File: src/rtl/instruction_fetch.sv
// Instruction fetch unit: requests an instruction word at PC, latches it into
// IR, and decodes the PC-control signals (jump / branch) for one cycle.
// Optional feature macro: FETCH_TIMEOUT_EN -- bounds the memory wait to 16
// REQ cycles, substituting a NOP and raising a sticky fetch_error.
// Handshake: mem_req is held high for every REQ cycle with mem_addr = PC; a
// read completes on the first rising edge in REQ where mem_ack=1, with
// mem_rdata sampled on that same edge. mem_ack is ignored in any other state.
module instruction_fetch (
    input  logic        clock,
    input  logic        reset,
    input  logic [15:0] PC,
    output logic        mem_req,
    output logic [15:0] mem_addr,
    input  logic        mem_ack,
    input  logic [15:0] mem_rdata,
    input  logic [15:0] reg_a_data,
    output logic [15:0] IR,
    output logic        instr_valid,
    output logic        pc_step,
    output logic        PL,
    output logic        JB,
    output logic        BC,
    output logic [15:0] jump_addr,
    output logic [15:0] branch_offset,
    output logic        fetch_error,
    output logic [1:0]  fsm_state
);

    typedef enum logic [1:0] {
        S_IDLE   = 2'd0,
        S_REQ    = 2'd1,
        S_DECODE = 2'd2
    } state_t;

    state_t state;

    // {PL, JB, BC} for a given opcode (IR[15:9]).
    function automatic logic [2:0] decode_ctrl(input logic [6:0] opcode);
        logic [2:0] ctrl;
        case (opcode)
            7'b1110000: ctrl = 3'b110;  // JMP
            7'b1100000: ctrl = 3'b100;  // BRZ
            7'b1100001: ctrl = 3'b101;  // BRN
            default:    ctrl = 3'b000;
        endcase
        return ctrl;
    endfunction

`ifdef FETCH_TIMEOUT_EN
    logic [3:0] tmo_cnt;
    logic       fetch_error_q;
    assign fetch_error = fetch_error_q;
`else
    assign fetch_error = 1'b0;
`endif

    assign mem_addr  = PC;
    assign jump_addr = reg_a_data;
    assign fsm_state = state;

    // Branch target: PC plus the sign-extended split 6-bit offset field.
    assign branch_offset = PC + {{10{IR[8]}}, IR[8:6], IR[2:0]};

    // Fetch FSM with all control outputs registered alongside the state.
    always_ff @(posedge clock or posedge reset) begin
        if (reset) begin
            state       <= S_IDLE;
            IR          <= 16'h0000;
            mem_req     <= 1'b0;
            instr_valid <= 1'b0;
            pc_step     <= 1'b0;
            PL          <= 1'b0;
            JB          <= 1'b0;
            BC          <= 1'b0;
`ifdef FETCH_TIMEOUT_EN
            tmo_cnt       <= 4'd0;
            fetch_error_q <= 1'b0;
`endif
        end else begin
            // One-cycle strobes default low; only the REQ->DECODE edge raises them.
            instr_valid <= 1'b0;
            pc_step     <= 1'b0;
            PL          <= 1'b0;
            JB          <= 1'b0;
            BC          <= 1'b0;
            mem_req     <= 1'b0;
            case (state)
                S_IDLE: begin
                    state   <= S_REQ;
                    mem_req <= 1'b1;
`ifdef FETCH_TIMEOUT_EN
                    tmo_cnt <= 4'd0;
`endif
                end
                S_REQ: begin
                    if (mem_ack) begin
                        IR           <= mem_rdata;
                        state        <= S_DECODE;
                        instr_valid  <= 1'b1;
                        pc_step      <= 1'b1;
                        {PL, JB, BC} <= decode_ctrl(mem_rdata[15:9]);
`ifdef FETCH_TIMEOUT_EN
                    end else if (tmo_cnt == 4'd15) begin
                        // 16th starved cycle: substitute a NOP and flag it.
                        IR            <= 16'h0000;
                        state         <= S_DECODE;
                        instr_valid   <= 1'b1;
                        pc_step       <= 1'b1;
                        fetch_error_q <= 1'b1;
                    end else begin
                        tmo_cnt <= tmo_cnt + 4'd1;
                        mem_req <= 1'b1;
`else
                    end else begin
                        mem_req <= 1'b1;
`endif
                    end
                end
                S_DECODE: begin
                    state   <= S_REQ;
                    mem_req <= 1'b1;
`ifdef FETCH_TIMEOUT_EN
                    tmo_cnt <= 4'd0;
`endif
                end
                default: state <= S_IDLE;
            endcase
        end
    end

endmodule

File: config.mk
export PLATFORM = sky130hd
export DESIGN_NAME = instruction_fetch
export DESIGN_NICKNAME = d
export VERILOG_FILES = /design/src/rtl/instruction_fetch.sv
export SDC_FILE = /design/constraint.sdc
export NUM_CORES = 1
export LEC_CHECK = 0
export BUFFER_PORTS_ARGS = -buffer_cell sky130_fd_sc_hd__clkbuf_2
export CAP_MARGIN = 20
export CORE_MARGIN = 2
export CORE_UTILIZATION = 38
export DETAILED_ROUTE_END_ITERATION = 10
export PLACE_DENSITY = 0.77
export REMOVE_ABC_BUFFERS = 1
export SYNTH_ARGS = -nofsm -noshare
export SYNTH_HDL_FRONTEND = slang
export SYNTH_SLANG_ARGS = --single-unit
File: constraint.sdc
create_clock -name clock -period 2.5 [get_ports clock]
set_clock_uncertainty 0.15 [all_clocks]
set_input_delay 0.375 -clock clock [delete_from_list [all_inputs] [get_ports clock]]
set_output_delay 0.375 -clock clock [all_outputs]
set_load 0.01 [all_outputs]
==> results.toml, run 1 <==
[critical_path]
levels_on_crit_path = 8
timing.critical_path.buf_inv = 2
crit_path_max_incr_delay_ns = 0.46
critical_path.endpoint_type = "primary output"
cpLargestDelayFamily = "compound AO/OA/AOI/OAI gates"
cp_slowest_cell = "dfrtp_2"
crit_path_start_kind = "flop"
worstPathCellList = "buf_6 -> ha_4 -> and3_4 -> a221o_1 -> nor2_2 -> nand2_1 -> o311ai_2 -> buf_2"
setup.worst_path.class = "reg2out"
critPathRequiredTime_ns = 1.98
r2r_cells = 4
timing.critical_path.arrival_ns = 2.27
crit_fanout = 6

[global_routing]
grt_antenna_before_repair = 0
grt_pass1_wl_um = 8110
globalRouteTotalUtil_pct = 18.9
pin_count_of_the_biggest_net_entering_global_routing = 24
grt_pass1_vias = 1837
gr-total-overflow = 0

[place]
dp_worst_setup_slack_ns = -0.336
io_buffer_count = 90
final_weighted_congestion_in_routability_driven_placement = 0.870
dpl.hpwl_um = 3900

[logic_synthesis]
synth_cell_type_count = 41
synth_seq_cells = 23
flip_flop_cell_with_the_highest_count_after_synthesis = "dfrtp_1"
yosys_warning_count = 0
synth_seq_area_share_pct = 30.7
synth_top_cells_by_count = "nand2_1, buf_4, dfrtp_1"
synth.most_common_cell = "nand2_1"
async_flop_share_pct = 100
syn_area_per_cell_um2 = 8.23
synth.largest_area_cell = "dfrtp_1"
synth.top_cells.by_area = "dfrtp_1, buf_4, nand2_1, ha_1, a21oi_1"
synth_area_um2 = 1880
synth_top_area_share_pct = 30.7
synth_enable_flop_cells = 0
netlist_instances = 228

[routing]
drc_errors = 0
detail_route.wl_per_cell_um = 13.8
vias_cell = 4.90
wirelength_um = 5510
drt_first_pass_iters = 5
antenna_left = 0
route.met2.wl_um = 2810
top_layer_used = "met5"
detail_route.iter0.violations = 48
via_total_after_detailed_routing = 1961
route.met3.wl_um = 546
wl_met1_um = 2030

[sta]
setup_viol = 10
timing.fmax_mhz = 358
rsz0062_at_grt = "true"
worst-slew-pin-transition_ns = 0.864
share_of_the_cycle_needed_by_the_critical_path_after_routing_pct = 112
slew_headroom_pct = 42.4
finalWorstSetupSlack_ns = -0.291
final-hold-violation-count = 0
setup_tns_ns = -2.05
finalCriticalPeriod_ns = 2.79
final_max_slew_viol_count = 0

[power]
vdd.ir_drop.worst_v = 0.000428
static-leakage-power_nw = 1.51
power_density_nw_per_um2 = 887

[clocking]
clk_latency_ns = 0.26
h_tree_depth = 1
number_of_buffers_inserted_during_clock_tree_synthesis = 3
ctsRootBufferMaster = "clkbuf_8"
cts_hold_repair.buffers = 0
cts_num_sinks = 23
maximum_buffer_depth_of_the_clock_tree = 2
cts_tree = "built"
clk_transition_reported_paths_ns = 0.08

[hold_path]
hold_class = "in2async"

[run]
max_cap_viol_count = 0

[outcome]
run_status = "finished, violations left"
violations = "setup timing"

[floorplan]
design.core.area_um2 = 4750
floorplan.initialDensity_pct = 39.4
dieArea_um2 = 5510
die-height_um = 74.3
num_io_pins = 124
row_count = 25
floorplan.die.width_um = 74.3

[cells_and_area]
drive_above_1_share_pct = 55.6
layout.area.seq_um2 = 577
multi_input_comb_area_um2 = 1260
area.growth.synth_to_final_pct = 51.8
finalNetCount = 401
n_antenna_cell = 0
fillerInstances = 420
placed cells by master (no fill, tap or decap), types with 2 or more instances in the layout:
| master | instances |
|---|---|
| xnor2_1 | 5 |
| o21bai_1 | 3 |
| dfrtp_1 | 22 |
| nand2b_1 | 2 |
| nor3_1 | 2 |
| clkbuf_8 | 3 |
| xor2_1 | 4 |
| o211ai_1 | 2 |
| nor3_2 | 2 |
| nand2_1 | 53 |
| ha_1 | 7 |
| a21o_1 | 4 |
| nand2_2 | 2 |
| o311a_1 | 2 |
| clkbuf_2 | 80 |
| inv_1 | 9 |
| nand3_1 | 4 |
| nand3_2 | 3 |
| o21ai_0 | 4 |
| buf_2 | 10 |
| a21oi_2 | 8 |
| nor2_1 | 5 |
| nor3b_1 | 3 |
| and3_4 | 3 |
| ha_4 | 7 |
| a21oi_1 | 5 |
| nor2_2 | 2 |
| buf_6 | 11 |
| buf_4 | 36 |
path summary, 6_finish.rpt:
check                             start                end  slack [ns]
max                               IR[8]  branch_offset[12]       -0.29
min                               reset            mem_req        0.11
max reg2reg                fsm_state[0]                 BC        0.95
min reg2reg                       IR[3]              IR[3]        0.34
max in group asynchronous         reset              IR[8]        1.50
min in group clock         mem_rdata[7]              IR[7]        0.15
power breakdown:
part           leakage (nW)  switching [W]  internal [W]  total (W)
Sequential            0.286      0.0000591      0.000451   0.000510
Combinational          1.20       0.000873      0.000918    0.00179
Clock                0.0255       0.000113      0.000111   0.000224
what timing repair did:
item / 4_1_cts / 5_1_grt
setup endpoints to repair: 11 / 12
setup buffers: 5 / 13
pin swaps: 6 / 12
gates resized for setup: 34 / 34
routing by layer:
layer | vias to the layer above | global-route usage, %
li1 | 954 | -
met1 | 914 | 21.6
met2 | 82 | 31.7
met3 | 9 | 9.62
met4 | 2 | 2.98
met5 | - | 7.41
per-stage QoR:
stage               hold WS [ns]  std cells  utilization (%)  total power (W)  area (um^2)
finish                     0.114        400             59.9          0.00253         2850
global route               0.146        400             59.9          0.00272         2850
CTS                        0.141        388             55.4          0.00230         2640
detailed placement         0.312        379             49.9          0.00187         2370
global placement           0.308        379             49.9          0.00184         2370
floorplan                  0.227        192                -          0.00127         1610
kinds of logic (layout without fill, tap and decap cells):
logic type      after synthesis  after routing  share of synthesized area [%]
simple gates                 90             90                           21.9
buf+inv                      46            151                           16.0
compound gates               42             42                           15.5
flops                        23             23                           30.7
fa+ha+maj                    16             16                           11.1
xor+xnor                     10             10                           4.67
other cells                   1              1                          0.200
layout make-up:
type	instances	area share, %
clock buffers	3	1.45
well taps	67	2.95
clock inverters	1	0.176
flip-flops and latches	23	20.3
multi-input cells	159	44.2
repair buffers	137	29.7
inverters	10	1.32
state kept, by name, summed over array words and instances, names as in the netlist:
signal / cells
mem_req: 1
pc_step: 1
PL: 1
IR: 16
JB: 1
fsm_state: 2
BC: 1
Power figures use the tool's default switching activity.
==> run 2: changes to the inputs <==
--- a/config.mk
+++ b/config.mk
@@ -7,10 +7,12 @@
 export LEC_CHECK = 0
 export BUFFER_PORTS_ARGS = -buffer_cell sky130_fd_sc_hd__clkbuf_2
 export CAP_MARGIN = 20
+export CELL_PAD_IN_SITES_DETAIL_PLACEMENT = 1
+export CELL_PAD_IN_SITES_GLOBAL_PLACEMENT = 1
 export CORE_MARGIN = 2
-export CORE_UTILIZATION = 38
+export CORE_UTILIZATION = 26
 export DETAILED_ROUTE_END_ITERATION = 10
-export PLACE_DENSITY = 0.77
+export PLACE_DENSITY_LB_ADDON = 0.1
 export REMOVE_ABC_BUFFERS = 1
 export SYNTH_ARGS = -nofsm -noshare
 export SYNTH_HDL_FRONTEND = slang
==> run 2 against run 1 <==
The run still ends with setup timing left. Worst setup slack got worse by 0.051 ns. Clock power increased by 8%. Wire length increased by 8.7%. Combinational power hardly changed. Utilization shrank 18 points. Clock-buffer cell count unchanged. Worst hold slack improved by 0.023 ns. Critical path type unchanged. Largest cell class unchanged.
==> results.toml, run 2 (synthesized netlist as in run 1, its figures left out) <==
[outcome]
run_status = "finished, violations left"
violations = "setup timing"

[cells_and_area]
n_antenna_cell = 0
drive_above_1_share_pct = 54.8
finalNetCount = 402
largest_register_ffs = 16
area.growth.synth_to_final_pct = 53.7
largest_reg_by_ff_count = "IR"
fillerInstances = 873
layout_common_cells = "clkbuf_2, nand2_1, buf_4"
layout.cells.most_common = "clkbuf_2"

[global_routing]
pin_count_of_the_biggest_net_entering_global_routing = 24
grt_pass1_wl_um = 9010
grt_antenna_before_repair = 0
globalRouteTotalUtil_pct = 14.4
gr-total-overflow = 0
grt_pass1_vias = 1899

[critical_path]
critPathRequiredTime_ns = 1.98
crit_fanout = 5
crit_path_start_kind = "flop"
critical_path.endpoint_type = "primary output"
timing.critical_path.arrival_ns = 2.32
setup.worst_path.class = "reg2out"

[place]
dpl.hpwl_um = 4630
final_weighted_congestion_in_routability_driven_placement = 0.748
io_buffer_count = 90

[routing]
via_total_after_detailed_routing = 1920
antenna_left = 0
drt_first_pass_iters = 4
wirelength_um = 5990
drc_errors = 0
detail_route.iter0.violations = 25
detail_route.wl_per_cell_um = 13.9
vias_cell = 4.47

[sta]
finalWorstSetupSlack_ns = -0.342
finalCriticalPeriod_ns = 2.84
rsz0062_at_grt = "true"
timing.fmax_mhz = 352
setup_tns_ns = -2.21
final-hold-violation-count = 0
share_of_the_cycle_needed_by_the_critical_path_after_routing_pct = 114
hold-worst-slack_ns = 0.138
final_max_slew_viol_count = 0
setup_viol = 10

[floorplan]
dieArea_um2 = 7910
floorplan.initialDensity_pct = 27.3
die-height_um = 88.9
design.core.area_um2 = 6870
num_io_pins = 124
row_count = 30
floorplan.die.width_um = 88.9

[power]
static-leakage-power_nw = 1.52
power_density_nw_per_um2 = 878
switchingPower_w = 0.00106
vdd.ir_drop.worst_v = 0.000242
part_of_the_total_power_dissipated_in_combinational_logic_pct = 70.1
power.share.clock_pct = 9.6
swShare_pct = 42.0
sequentialPowerShare_pct = 20.2
internal-power_w = 0.00147
finalPower_w = 0.00253

[run]
max_cap_viol_count = 0

[clocking]
number_of_buffers_inserted_during_clock_tree_synthesis = 3
clk_transition_reported_paths_ns = 0.10
cts_num_sinks = 23
cts_tree = "built"
clk_latency_ns = 0.27
maximum_buffer_depth_of_the_clock_tree = 2
h_tree_depth = 1
ctsRootBufferMaster = "clkbuf_8"

[hold_path]
hold_class = "in2reg"
-- run 2: cell types whose count changed in the layout (fill, tap and decap cells not counted), moves of 2 or more --
cell and change:
buf_6 -4, buf_4 +4, and3_4 -2, a21oi_4 +2, a21oi_2 -3, and3_1 +2
-- run 2: critical path: stages, from the launching register on --
cell and delay (ns):
dfrtp_2 0.46, buf_12 0.15, ha_4 0.25, a21o_1 0.21, nand3_2 0.10, a311oi_2 0.12
or2_4 0.29, o311a_1 0.34, clkbuf_2 0.13
-- run 2: layout make-up --
class                           instances  area [um^2]  area share [%]
Timing Repair Buffer                  138          855            29.6
Multi-Input combinational cell        159         1240            43.2
Sequential cell                        23          577            20.0
Clock inverter                          1         7.51           0.260
Tap cell                               96          120            4.17
Inverter                               10         37.5            1.30
Clock buffer                            3         41.3            1.43
-- run 2: through the flow --
step / util (%) / std cells / worst slack, ns / area, um^2
after floorplan: - / 192 / -0.123 / 1610
after global placement: 35.8 / 415 / -0.324 / 2460
after detailed placement: 35.8 / 415 / -0.352 / 2460
after CTS: 39.9 / 425 / -0.344 / 2740
after global routing: 42.0 / 430 / -0.455 / 2880
final: 42.0 / 430 / -0.342 / 2880
-- run 2: final timing paths --
kind                            slack (ns)    startpoint                end  cells past startpoint
worst max register to register        1.06  fsm_state[0]              IR[9]                      5
worst min register to register        0.33         IR[3]              IR[3]                      2
worst max-delay path                 -0.34         IR[8]  branch_offset[13]                      8
max in group asynchronous             1.40         reset              IR[8]                      4
worst min-delay path                  0.14  mem_rdata[7]              IR[7]                      3
min in group asynchronous             0.53         reset            mem_req                      4
-- run 2: metal layers --
layer  GRT usage (%)  part of all wire (%)
met5               0                     0
met4            1.76                  0.13
met3            4.16                   6.8
met2            24.2                    49
met1            19.0                    44
-- run 2: what timing repair did --
action | 4_1_cts | 5_1_grt
buffers inserted | 5 | 5
hold buffers | 1 | 0
gates resized for setup | 31 | 33
hold endpoints to repair | 23 | 0
endpoints found under the setup margin | 12 | 12
pin swaps | 17 | 17
-- run 2: power by group through the flow --
stage	clock network [W]	registers (W)	logic [W]
after floorplan	0	0.000554	0.000714
after global placement	0	0.000516	0.00141
after detailed placement	0	0.000518	0.00143
after CTS	0.000250	0.000515	0.00163
after global routing	0.000268	0.000525	0.00195
final	0.000243	0.000512	0.00178
